===== src/rtl/mem_port_arbiter_if.sv =====
// mem_port_arbiter_if: request/response handshakes of both ports plus the memory bus pins.
interface mem_port_arbiter_if #(
  parameter int ADDR_W = 10,
  parameter int DATA_W = 12
);
  logic              req0_valid, req0_ready, req0_we;
  logic [ADDR_W-1:0] req0_addr;
  logic [DATA_W-1:0] req0_wdata;
  logic              rsp0_valid;
  logic [DATA_W-1:0] rsp0_rdata;
  logic              req1_valid, req1_ready, req1_we;
  logic [ADDR_W-1:0] req1_addr;
  logic [DATA_W-1:0] req1_wdata;
  logic              rsp1_valid;
  logic [DATA_W-1:0] rsp1_rdata;
  logic              mem_read_write, mem_write_commit;
  logic [ADDR_W-1:0] mem_addr_data;
  logic [DATA_W-1:0] mem_result;
  logic              busy;
  modport master (
    output req0_valid, req0_we, req0_addr, req0_wdata,
    output req1_valid, req1_we, req1_addr, req1_wdata, mem_result,
    input  req0_ready, rsp0_valid, rsp0_rdata, req1_ready, rsp1_valid, rsp1_rdata,
    input  mem_read_write, mem_write_commit, mem_addr_data, busy
  );
  modport slave (
    input  req0_valid, req0_we, req0_addr, req0_wdata,
    input  req1_valid, req1_we, req1_addr, req1_wdata, mem_result,
    output req0_ready, rsp0_valid, rsp0_rdata, req1_ready, rsp1_valid, rsp1_rdata,
    output mem_read_write, mem_write_commit, mem_addr_data, busy
  );
endinterface


===== src/rtl/mem_port_arbiter.sv =====
// mem_port_arbiter: shares the narrow-bus memory between fetch (port 0) and load/store (port 1).
// Define MEM_ARB_RR_EN for round-robin grant; otherwise port 0 has fixed priority.
module mem_port_arbiter #(
  parameter int ADDR_W = 10,
  parameter int DATA_W = 12
) (
  input logic clk,
  input logic rst,
  mem_port_arbiter_if.slave bus
);
  localparam int HALF = DATA_W / 2;
  typedef enum logic [2:0] {IDLE, RD, WR_ADDR, WR_HI, WR_LO} state_t;
  state_t r_state;
  logic r_port, r_we;
  logic [DATA_W-1:0] r_wdata;
  logic w_ptr, w_gnt, w_acc, w_we;
  logic [ADDR_W-1:0] w_addr;
  logic [DATA_W-1:0] w_wdata;
`ifdef MEM_ARB_RR_EN
  logic r_ptr;
  assign w_ptr = r_ptr;
`else
  assign w_ptr = 1'b0;
`endif
  assign w_gnt = (bus.req0_valid & bus.req1_valid) ? w_ptr : bus.req1_valid;
  assign w_acc = (r_state == IDLE) & (bus.req0_valid | bus.req1_valid);
  assign w_we = w_gnt ? bus.req1_we : bus.req0_we;
  assign w_addr = w_gnt ? bus.req1_addr : bus.req0_addr;
  assign w_wdata = w_gnt ? bus.req1_wdata : bus.req0_wdata;
  assign bus.req0_ready = w_acc & ~w_gnt;
  assign bus.req1_ready = w_acc & w_gnt;
  // The address is held in mem_addr_data itself from accept until the commit phase.
  always_ff @(posedge clk) begin
    if (rst) begin
      r_state <= IDLE;
      r_port <= 1'b0;
      r_we <= 1'b0;
      r_wdata <= '0;
`ifdef MEM_ARB_RR_EN
      r_ptr <= 1'b0;
`endif
      bus.mem_read_write <= 1'b1;
      bus.mem_write_commit <= 1'b0;
      bus.mem_addr_data <= '0;
      bus.rsp0_valid <= 1'b0;
      bus.rsp1_valid <= 1'b0;
      bus.rsp0_rdata <= '0;
      bus.rsp1_rdata <= '0;
      bus.busy <= 1'b0;
    end else begin
      bus.rsp0_valid <= 1'b0;
      bus.rsp1_valid <= 1'b0;
      bus.rsp0_rdata <= '0;
      bus.rsp1_rdata <= '0;
      case (r_state)
        IDLE: if (w_acc) begin
          r_state <= w_we ? WR_ADDR : RD;
          r_port <= w_gnt;
          r_we <= w_we;
          r_wdata <= w_wdata;
`ifdef MEM_ARB_RR_EN
          r_ptr <= ~w_gnt;
`endif
          bus.mem_read_write <= ~w_we;
          bus.mem_addr_data <= w_addr;
          bus.busy <= 1'b1;
        end
        WR_ADDR: begin
          r_state <= WR_HI;
          bus.mem_write_commit <= 1'b1;
          bus.mem_addr_data <= ADDR_W'({1'b1, r_wdata[DATA_W-1:HALF]});
        end
        WR_HI: begin
          r_state <= WR_LO;
          bus.mem_addr_data <= ADDR_W'({1'b0, r_wdata[HALF-1:0]});
        end
        RD, WR_LO: begin
          r_state <= IDLE;
          bus.mem_read_write <= 1'b1;
          bus.mem_write_commit <= 1'b0;
          bus.mem_addr_data <= '0;
          bus.busy <= 1'b0;
          bus.rsp0_valid <= ~r_port;
          bus.rsp1_valid <= r_port;
          bus.rsp0_rdata <= (r_port | r_we) ? '0 : bus.mem_result;
          bus.rsp1_rdata <= (~r_port | r_we) ? '0 : bus.mem_result;
        end
        default: r_state <= IDLE;
      endcase
    end
  end
endmodule


===== src/flat_wrapper.sv =====
// flat-port wrapper written by rule: the top's interface ports become plain ports
module mem_port_arbiter_flat 
#(
  parameter int ADDR_W = 10,
  parameter int DATA_W = 12
)
  (clk, rst, bus_req0_valid, bus_req0_we, bus_req0_addr, bus_req0_wdata, bus_req1_valid, bus_req1_we, bus_req1_addr, bus_req1_wdata, bus_mem_result, bus_req0_ready, bus_rsp0_valid, bus_rsp0_rdata, bus_req1_ready, bus_rsp1_valid, bus_rsp1_rdata, bus_mem_read_write, bus_mem_write_commit, bus_mem_addr_data, bus_busy);
  mem_port_arbiter_if #(.ADDR_W(ADDR_W), .DATA_W(DATA_W)) bus_i ();
  input logic clk;
  input logic rst;
  input wire logic [$bits(bus_i.req0_valid)-1:0] bus_req0_valid;
  input wire logic [$bits(bus_i.req0_we)-1:0] bus_req0_we;
  input wire logic [$bits(bus_i.req0_addr)-1:0] bus_req0_addr;
  input wire logic [$bits(bus_i.req0_wdata)-1:0] bus_req0_wdata;
  input wire logic [$bits(bus_i.req1_valid)-1:0] bus_req1_valid;
  input wire logic [$bits(bus_i.req1_we)-1:0] bus_req1_we;
  input wire logic [$bits(bus_i.req1_addr)-1:0] bus_req1_addr;
  input wire logic [$bits(bus_i.req1_wdata)-1:0] bus_req1_wdata;
  input wire logic [$bits(bus_i.mem_result)-1:0] bus_mem_result;
  output wire logic [$bits(bus_i.req0_ready)-1:0] bus_req0_ready;
  output wire logic [$bits(bus_i.rsp0_valid)-1:0] bus_rsp0_valid;
  output wire logic [$bits(bus_i.rsp0_rdata)-1:0] bus_rsp0_rdata;
  output wire logic [$bits(bus_i.req1_ready)-1:0] bus_req1_ready;
  output wire logic [$bits(bus_i.rsp1_valid)-1:0] bus_rsp1_valid;
  output wire logic [$bits(bus_i.rsp1_rdata)-1:0] bus_rsp1_rdata;
  output wire logic [$bits(bus_i.mem_read_write)-1:0] bus_mem_read_write;
  output wire logic [$bits(bus_i.mem_write_commit)-1:0] bus_mem_write_commit;
  output wire logic [$bits(bus_i.mem_addr_data)-1:0] bus_mem_addr_data;
  output wire logic [$bits(bus_i.busy)-1:0] bus_busy;
  assign bus_i.req0_valid = bus_req0_valid;
  assign bus_i.req0_we = bus_req0_we;
  assign bus_i.req0_addr = bus_req0_addr;
  assign bus_i.req0_wdata = bus_req0_wdata;
  assign bus_i.req1_valid = bus_req1_valid;
  assign bus_i.req1_we = bus_req1_we;
  assign bus_i.req1_addr = bus_req1_addr;
  assign bus_i.req1_wdata = bus_req1_wdata;
  assign bus_i.mem_result = bus_mem_result;
  assign bus_req0_ready = bus_i.req0_ready;
  assign bus_rsp0_valid = bus_i.rsp0_valid;
  assign bus_rsp0_rdata = bus_i.rsp0_rdata;
  assign bus_req1_ready = bus_i.req1_ready;
  assign bus_rsp1_valid = bus_i.rsp1_valid;
  assign bus_rsp1_rdata = bus_i.rsp1_rdata;
  assign bus_mem_read_write = bus_i.mem_read_write;
  assign bus_mem_write_commit = bus_i.mem_write_commit;
  assign bus_mem_addr_data = bus_i.mem_addr_data;
  assign bus_busy = bus_i.busy;
  mem_port_arbiter #(.ADDR_W(ADDR_W), .DATA_W(DATA_W)) u_core (.clk(clk), .rst(rst), .bus(bus_i));
endmodule

===== config.mk =====
export PLATFORM = sky130hd
export DESIGN_NAME = mem_port_arbiter_flat
export DESIGN_NICKNAME = d
export VERILOG_FILES = /design/src/rtl/mem_port_arbiter_if.sv /design/src/rtl/mem_port_arbiter.sv /design/src/flat_wrapper.sv
export SDC_FILE = /design/constraint.sdc
export NUM_CORES = 1
export LEC_CHECK = 0
export ABC_AREA = 1
export BUFFER_PORTS_ARGS = -buffer_cell sky130_fd_sc_hd__buf_2
export CAP_MARGIN = 20
export CORE_AREA = 2 2 78 80
export CTS_BUF_LIST = sky130_fd_sc_hd__clkbuf_16
export DETAILED_ROUTE_END_ITERATION = 12
export DIE_AREA = 0 0 80 82
export PLACE_DENSITY = 0.77
export SLEW_MARGIN = 5
export SYNTH_ARGS = -nofsm -noshare
export SYNTH_HDL_FRONTEND = slang
export SYNTH_SLANG_ARGS = --single-unit

===== constraint.sdc =====
create_clock -name clk -period 1.3 [get_ports clk]
set_input_delay 0.325 -clock clk [delete_from_list [all_inputs] [get_ports clk]]
set_output_delay 0.325 -clock clk [all_outputs]
set_load 0.02 [all_outputs]

== Word level (Yosys, flattened, before mapping) ==
Index checks and enable logic that the tools add are counted.
Word-level totals
  register bits: 56
  bits of input ports: 62
  output and inout port bits: 41
  word-level logic and storage cells: 53
Operators by class
  equal/unequal tests: 5
  muxes and demuxes: 14
  bitwise operators: 11
  reduce and logical (&&, ||, !) cells: 11
Operators with widths (number)
  one-hot mux 10 bit (4 select lines): 1
  2-to-1 mux 10 bit: 2
  2-to-1 mux 12 bit: 1
  one-hot mux 3 bit (3 select lines): 1
  equality test 3 x 2 -> 1 bit, second input constant: 2
  one-hot mux 1 bit (2 select lines): 3
  AND reduction 2 bit: 3
  OR reduction 3 bit: 2
  AND 1 bit: 4
  2-to-1 mux 1 bit: 4
  inverter 1 bit: 4
  nonzero test 2 bit: 2
  nonzero test 4 bit: 1
  OR reduction 2 bit: 2
  equality test 3 x 1 -> 1 bit, second input constant: 1
  equality test 3 bit, second input constant: 1
  zero test 3 bit: 1
  2-to-1 mux 3 bit: 1
  OR 1 bit: 3
  2-to-1 mux 2 bit: 1
  != test 2 x 1 -> 1 bit, second input constant: 1

== Depth between registers and ports, before layout ==
Gate-level depths: netlist of run 1.
  word-level depth: 6
  gate-level depth with buffers: 9

== Least setup slack after synthesis of run 1 ==
Ideal clock, no wire load.
  kind: reg2out
  start point: register u_core.r_state[1]
  end point: output port bus_req1_ready
  arrival time: 1.075 ns
  data required time: 0.975 ns
  path slack: -0.100 ns
  stages on the path, launching flop included: 8
  path buffers: 2
  cell sequence: dfxtp_1 buf_6 nor2_1 nand2_1 nor2_4 buf_6 nand2_1 inv_1
On the way
  longest elaborated chain between the ends: 3
RTL lines
  from (decl): RTL line mem_port_arbiter.sv:13  | state_t r_state;
  from (signal assigned): RTL line mem_port_arbiter.sv:57  | r_state <= w_we ? WR_ADDR : RD;
  zero test 3 bit: RTL line mem_port_arbiter.sv:26  | assign w_acc = (r_state == IDLE) & (bus.req0_valid | bus.req1_valid);
  AND 1 bit: RTL line mem_port_arbiter.sv:26
  AND 1 bit: RTL line mem_port_arbiter.sv:31  | assign bus.req1_ready = w_acc & w_gnt;
  to (decl): RTL line flat_wrapper.sv:23  | output wire logic [$bits(bus_i.req1_ready)-1:0] bus_req1_ready;
No other way between the ends.

== Worst setup path in the final report of run 1 ==
Ends and elaborated chain as after synthesis.

==> results of run 1 <==
==> logic make-up after synthesis <==
group / Yosys count / share of synthesized area [%]
AOI/OAI and AO/OA: 31 / 6.81
buffers and inverters: 55 / 11.9
and+or+nand+nor: 196 / 34.8
DFF: 56 / 46.6
==> cells in the final DEF (no fill, tap or decap) <==
master / instances
a21boi_0: 1
a21boi_1: 1
a21oi_1: 24
a21oi_2: 3
buf_12: 1
buf_16: 1
buf_2: 100
buf_4: 29
buf_6: 11
buf_8: 1
bufinv_16: 2
clkbuf_16: 5
dfxtp_1: 54
dfxtp_2: 1
dfxtp_4: 1
inv_1: 30
inv_2: 6
inv_4: 1
inv_6: 1
nand2_1: 111
nand2_2: 9
nand2_4: 3
nand3_1: 23
nand3_4: 5
nand4_1: 6
nor2_1: 17
nor2_2: 16
nor2_4: 7
nor3_1: 1
o21ai_0: 1
o21ai_4: 1
==> what timing repair did <==
item,in CTS,in global routing
gates resized for setup,31,32
pin swaps,9,5
hold endpoints to repair,0,0
endpoints found under the setup margin,49,52
cloned,3,0
setup buffers,9,5
==> flip-flops by register name (all words and copies together) (netlist names) <==
| register | flops |
|---|---|
| u_core.r_port | 1 |
| u_core.bus.rsp1_valid | 1 |
| u_core.bus.rsp0_valid | 1 |
| u_core.r_we | 1 |
| u_core.r_state | 3 |
| u_core.bus.busy | 1 |
| u_core.bus.rsp1_rdata | 12 |
| u_core.bus.rsp0_rdata | 12 |
| u_core.bus.mem_write_commit | 1 |
| u_core.r_wdata | 12 |
| u_core.bus.mem_addr_data | 10 |
| u_core.bus.mem_read_write | 1 |
==> stage by stage <==
step	util (%)	power, mW	setup slack, ps
floorplan	-	2.52	-11.3
global placement	53.9	2.82	-45.2
detailed placement	53.9	2.83	-111
CTS	61.0	4.62	-274
global route	63.3	4.92	-351
finish	63.3	4.69	-299
==> layer usage <==
layer | wire length, um | global-route usage [%]
met1 | 2650 | 21.4
met3 | 387 | 4.62
met4 | 130 | 7.63
met5 | 0 | 0
met2 | 3280 | 37.0
==> cell type report <==
cell class / instances / area, um^2
repair buffers: 143 / 905
inverters: 38 / 150
clock buffers: 5 / 125
fillers: 490 / 2110
flip-flops and latches: 56 / 1130
well taps: 75 / 93.8
clock inverters: 2 / 60.1
multi-input cells: 229 / 1180
==> where the power goes <==
part	total (mW)	internal (mW)	switching [mW]
logic	1.12	0.500	0.621
registers	1.91	1.84	0.0697
clock network	1.67	1.09	0.573
==> worst paths after layout <==
kind,depth (start not counted),endpoint
worst max-delay path,6,bus_req1_ready
worst max register to register,8,u_core.bus.rsp0_rdata[0]
worst min-delay path,3,u_core.bus.rsp1_rdata[5]
worst min register to register,2,u_core.bus.mem_write_commit
==> worst max-delay path: stages (launching register included) <==
cell and delay (ps):
dfxtp_2 340, nor2_4 110, nand2_2 70, nor2_4 200, nand2_2 100, inv_2 60, buf_6 100
==> results.json, run 1 <==
{
  "crit_required_ps": 980,
  "portBuffers": 102,
  "rsz0062_at_grt": "yes",
  "hold_violations": 0,
  "die_y_um": 82,
  "power_density_nw_per_um2": 1290,
  "slew_headroom_pct": 77.7,
  "synth_most_common_cell": "nand2_1",
  "r2r-start": "u_core.r_state[0]",
  "vias": 2552,
  "antennaDiodeCount": 0,
  "fin_hold_ws_ps": 274,
  "area_delta_synth_final_pct": 51.1,
  "async_flop_share_pct": 0,
  "track_usage_pct": 19.7,
  "die-area_um2": 6560,
  "place_area_um2": 3100,
  "min-delay-start": "bus_mem_result[5]",
  "dp_hpwl_um": 4460,
  "dp.cells": 525,
  "drv_cap": 0,
  "vias_per_cell": 4.66,
  "synth_nets": 400,
  "r2r_slack_ps": -80,
  "clk_pin_slew_worst_paths_ps": 70,
  "fmax_ghz": 0.625,
  "setup_ws_ps": -299,
  "finalSetupViolations": 37,
  "grt_max_degree": 18,
  "numClockSinks": 56,
  "ir_drop_mv": 0.663,
  "initial_core_util_pct": 41.9,
  "final_area_um2": 3640,
  "cts_htree_levels": 2,
  "grt_pass1_vias": 2324,
  "dieWidth_um": 80,
  "period_needed_ps": 1600,
  "crit_start": "u_core.r_state[1]",
  "post-route-period-util_pct": 123,
  "syn_inst": 338,
  "synth_edf_count": 0,
  "ys_top_cells_by_count": "121 x nand2_1, 56 x dfxtp_1, 35 x nor2_1",
  "finClkSkew_ps": 4.94,
  "ios": 103,
  "drtAntennaViolNets": 0,
  "drc": 0,
  "p_leak_nw": 1.95,
  "wl_per_cell_um": 11.8,
  "fin_cells": 548,
  "cts_buffer_depth": 2,
  "ys.flop_type": "dfxtp_1",
  "core_area_um2": 5750,
  "ys_seq_area_share_pct": 46.6,
  "critPathLaunchType": "flop",
  "clk_latency_ps": 290,
  "synth_seq_cells": 56,
  "status": "finished, violations left",
  "worst_slew_pin_slew_ps": 332,
  "grt_overflow": 0,
  "hp-class": "input pin to flop",
  "drtIter0Drc": 70,
  "cts_buffers": 5,
  "arrival_ps": 1270,
  "maxSlewViolCount": 0,
  "placementRows": 28,
  "worst-setup-path-type": "flop to output pin",
  "cts_tree": "built",
  "drive_above_1_share_pct": 43.1,
  "antenna_found_initial": 0,
  "root_buffer": "clkbuf_16",
  "endpoint_kind": "output pin",
  "drt-total-wl_um": 6450,
  "syn_avg_cell_area_um2": 7.12,
  "gp_congestion": 0.830,
  "synth_area_um2": 2410,
  "ys_warn_count": 0,
  "violations": "negative setup slack",
  "firstDrtPassIters": 4,
  "tns_ps": -1880,
  "ys_types": 22,
  "yosysTopAreaCell": "dfxtp_1",
  "synth.area.top_cells": "dfxtp_1 47%, nand2_1 19%, a21oi_1 5.6%, nor2_1 5.5%, inv_1 5.1%",
  "cts_hold_buf": 0,
  "final_nets": 535,
  "grt_pass1_wl_um": 10100,
  "synth_top_cell_area_share_pct": 46.6,
  "path_max_fanout": 6
}
Note: power is estimated with default switching activity, not from simulation.
==> run 2: changes to the inputs <==
--- a/config.mk
+++ b/config.mk
@@ -17,3 +17,4 @@
 export SYNTH_ARGS = -nofsm -noshare
 export SYNTH_HDL_FRONTEND = slang
 export SYNTH_SLANG_ARGS = --single-unit
+export TNS_END_PERCENT = 5
==> run 2 against run 1 <==
- the run still ends with negative setup slack left
- total power decreased by 12%
- sequential share of layout area up 2.7 points
- clock skew rose by 1.2 ps
- worst setup slack improved by 64 ps
- highest routed layer unchanged
- core utilization decreased by 5.1 points
- largest power group unchanged
- first-iteration DRC count is 14% lower
- flip-flop and latch count is the same
- final area is 8.0% lower
- clock power is 23% lower
- combinational power down 13%
==> results.json, run 2 (same netlist as run 1, synthesis figures left out) <==
{
  "area_delta_synth_final_pct": 39.0,
  "arrival_ps": 1210,
  "firstDrtPassIters": 4,
  "maxSlewViolCount": 0,
  "final_cell_mix": "117 x nand2_1, 100 x buf_2, 53 x dfxtp_1",
  "worst_path_max_delay_cell": "dfxtp_2",
  "path_max_fanout": 4,
  "critPathLaunchType": "flop",
  "vias_per_cell": 4.55,
  "status": "finished, violations left",
  "cts_hold_buf": 0,
  "pre_cts_ws_ps": -79.3,
  "grt_pass1_wl_um": 9340,
  "drtIter0Drc": 60,
  "antennaDiodeCount": 0,
  "hold_violations": 0,
  "drv_cap": 0,
  "r2r_slack_ps": -60,
  "grt_overflow": 0,
  "clk_latency_ps": 290,
  "dp.cells": 524,
  "period_needed_ps": 1540,
  "largest_registers": "u_core.bus.rsp0_rdata (12), u_core.bus.rsp1_rdata (12), u_core.r_wdata (12)",
  "power_density_nw_per_um2": 1240,
  "crit_required_ps": 980,
  "core_area_um2": 5750,
  "finalSetupViolations": 28,
  "finClkSkew_ps": 6.13,
  "track_usage_pct": 18.0,
  "crit_family": "simple AND/OR/NAND/NOR gates",
  "final_common_cell": "nand2_1",
  "root_buffer": "clkbuf_16",
  "worst-setup-path-type": "flop to output pin",
  "slew_headroom_pct": 75.9,
  "p_leak_nw": 1.85,
  "wl_per_cell_um": 10.6,
  "ios": 103,
  "violations": "negative setup slack",
  "dp_hpwl_um": 4430,
  "crit_path_max_incr_delay_ps": 330,
  "crit_buf_inv": 2,
  "hp-class": "input pin to flop",
  "final_area_um2": 3350,
  "ir_drop_mv": 0.556,
  "fillCellCount": 559,
  "post-route-period-util_pct": 118,
  "drt-total-wl_um": 5690,
  "cts_buffers": 5,
  "place_area_um2": 3080,
  "numClockSinks": 56,
  "setup_ws_ps": -235,
  "fin_cells": 537,
  "vias": 2446,
  "die-area_um2": 6560,
  "die_y_um": 82,
  "placementRows": 28,
  "initial_core_util_pct": 41.9,
  "endpoint_kind": "output pin",
  "worst_slew_pin_slew_ps": 357,
  "clk_pin_slew_worst_paths_ps": 70,
  "fmax_ghz": 0.651,
  "grt_pass1_vias": 2280,
  "cts_buffer_depth": 2,
  "drc": 0,
  "antenna_found_initial": 0,
  "gp_congestion": 0.862,
  "grt_max_degree": 18,
  "drtAntennaViolNets": 0,
  "cts_htree_levels": 2,
  "cts_tree": "built",
  "portBuffers": 102,
  "rsz0062_at_grt": "yes",
  "final_nets": 523,
  "drive_above_1_share_pct": 36.8,
  "crit_chain": "nor2_4, nand2_2, nor2_4, nand2_2, inv_2, buf_6",
  "dieWidth_um": 80
}
## run 2: cell types whose count changed in the layout (fill, tap and decap cells not counted), sizes merged
cell and delta:
clkinv +1, buf -10, bufinv -2, clkinvlp +1, nand3 -2, inv +1
## run 2: worst reg2reg max path, cell delays in order (launching register included)
cell and delay [ps]:
dfxtp_2 330, nor2_4 110, nand2_2 70, nor2_4 150, buf_4 140, buf_4 110, buf_6 130, inv_6 60
nand3_1 70, nand3_1 70
## run 2: final timing paths
kind                                    start                     endpoint  cells past startpoint
setup / recovery            u_core.r_state[0]               bus_req1_ready                      6
hold / removal              bus_mem_result[6]     u_core.bus.rsp0_rdata[6]                      3
setup reg to reg            u_core.r_state[0]    u_core.bus.mem_read_write                      9
hold reg to reg   u_core.bus.mem_addr_data[8]  u_core.bus.mem_addr_data[8]                      2
## run 2: power by group
group	total (mW)	leakage, nW	internal [mW]	switching (mW)
Clock	1.28	0.0712	0.710	0.569
Combinational	0.972	1.32	0.413	0.559
Sequential	1.90	0.458	1.84	0.0598
## run 2: repair_timing
action	4_1_cts	5_1_grt
setup buffers	4	1
setup endpoints to repair	48	49
endpoints found under the hold margin	0	0
gates resized for setup	16	8
pin swaps	7	3
## run 2: layer usage
layer / global-route usage (%) / wire length, um
met4: 4.75 / 77
met5: 0 / 0
met3: 4.51 / 370
met2: 34.5 / 2880
met1: 19.5 / 2370
## run 2: area by class of cell
class,instances,area (um^2),share of cell area (%)
clock buffers,5,125,3.74
clock inverters,3,20.0,0.598
inverters,38,148,4.41
multi-input cells,227,1070,32.0
flip-flops and latches,56,1120,33.6
well taps,75,93.8,2.80
repair buffers,133,763,22.8
## run 2: through the flow
stage / power [mW] / utilization (%) / TNS, ps / hold WS, ps
global placement: 2.80 / 53.5 / -387 / 450
detailed placement: 2.82 / 53.5 / -1780 / 451
CTS: 4.16 / 57.7 / -628 / 259
finish: 4.15 / 58.2 / -1160 / 261
global route: 4.37 / 58.2 / -4880 / 279
floorplan: 2.52 / - / -27.7 / 436
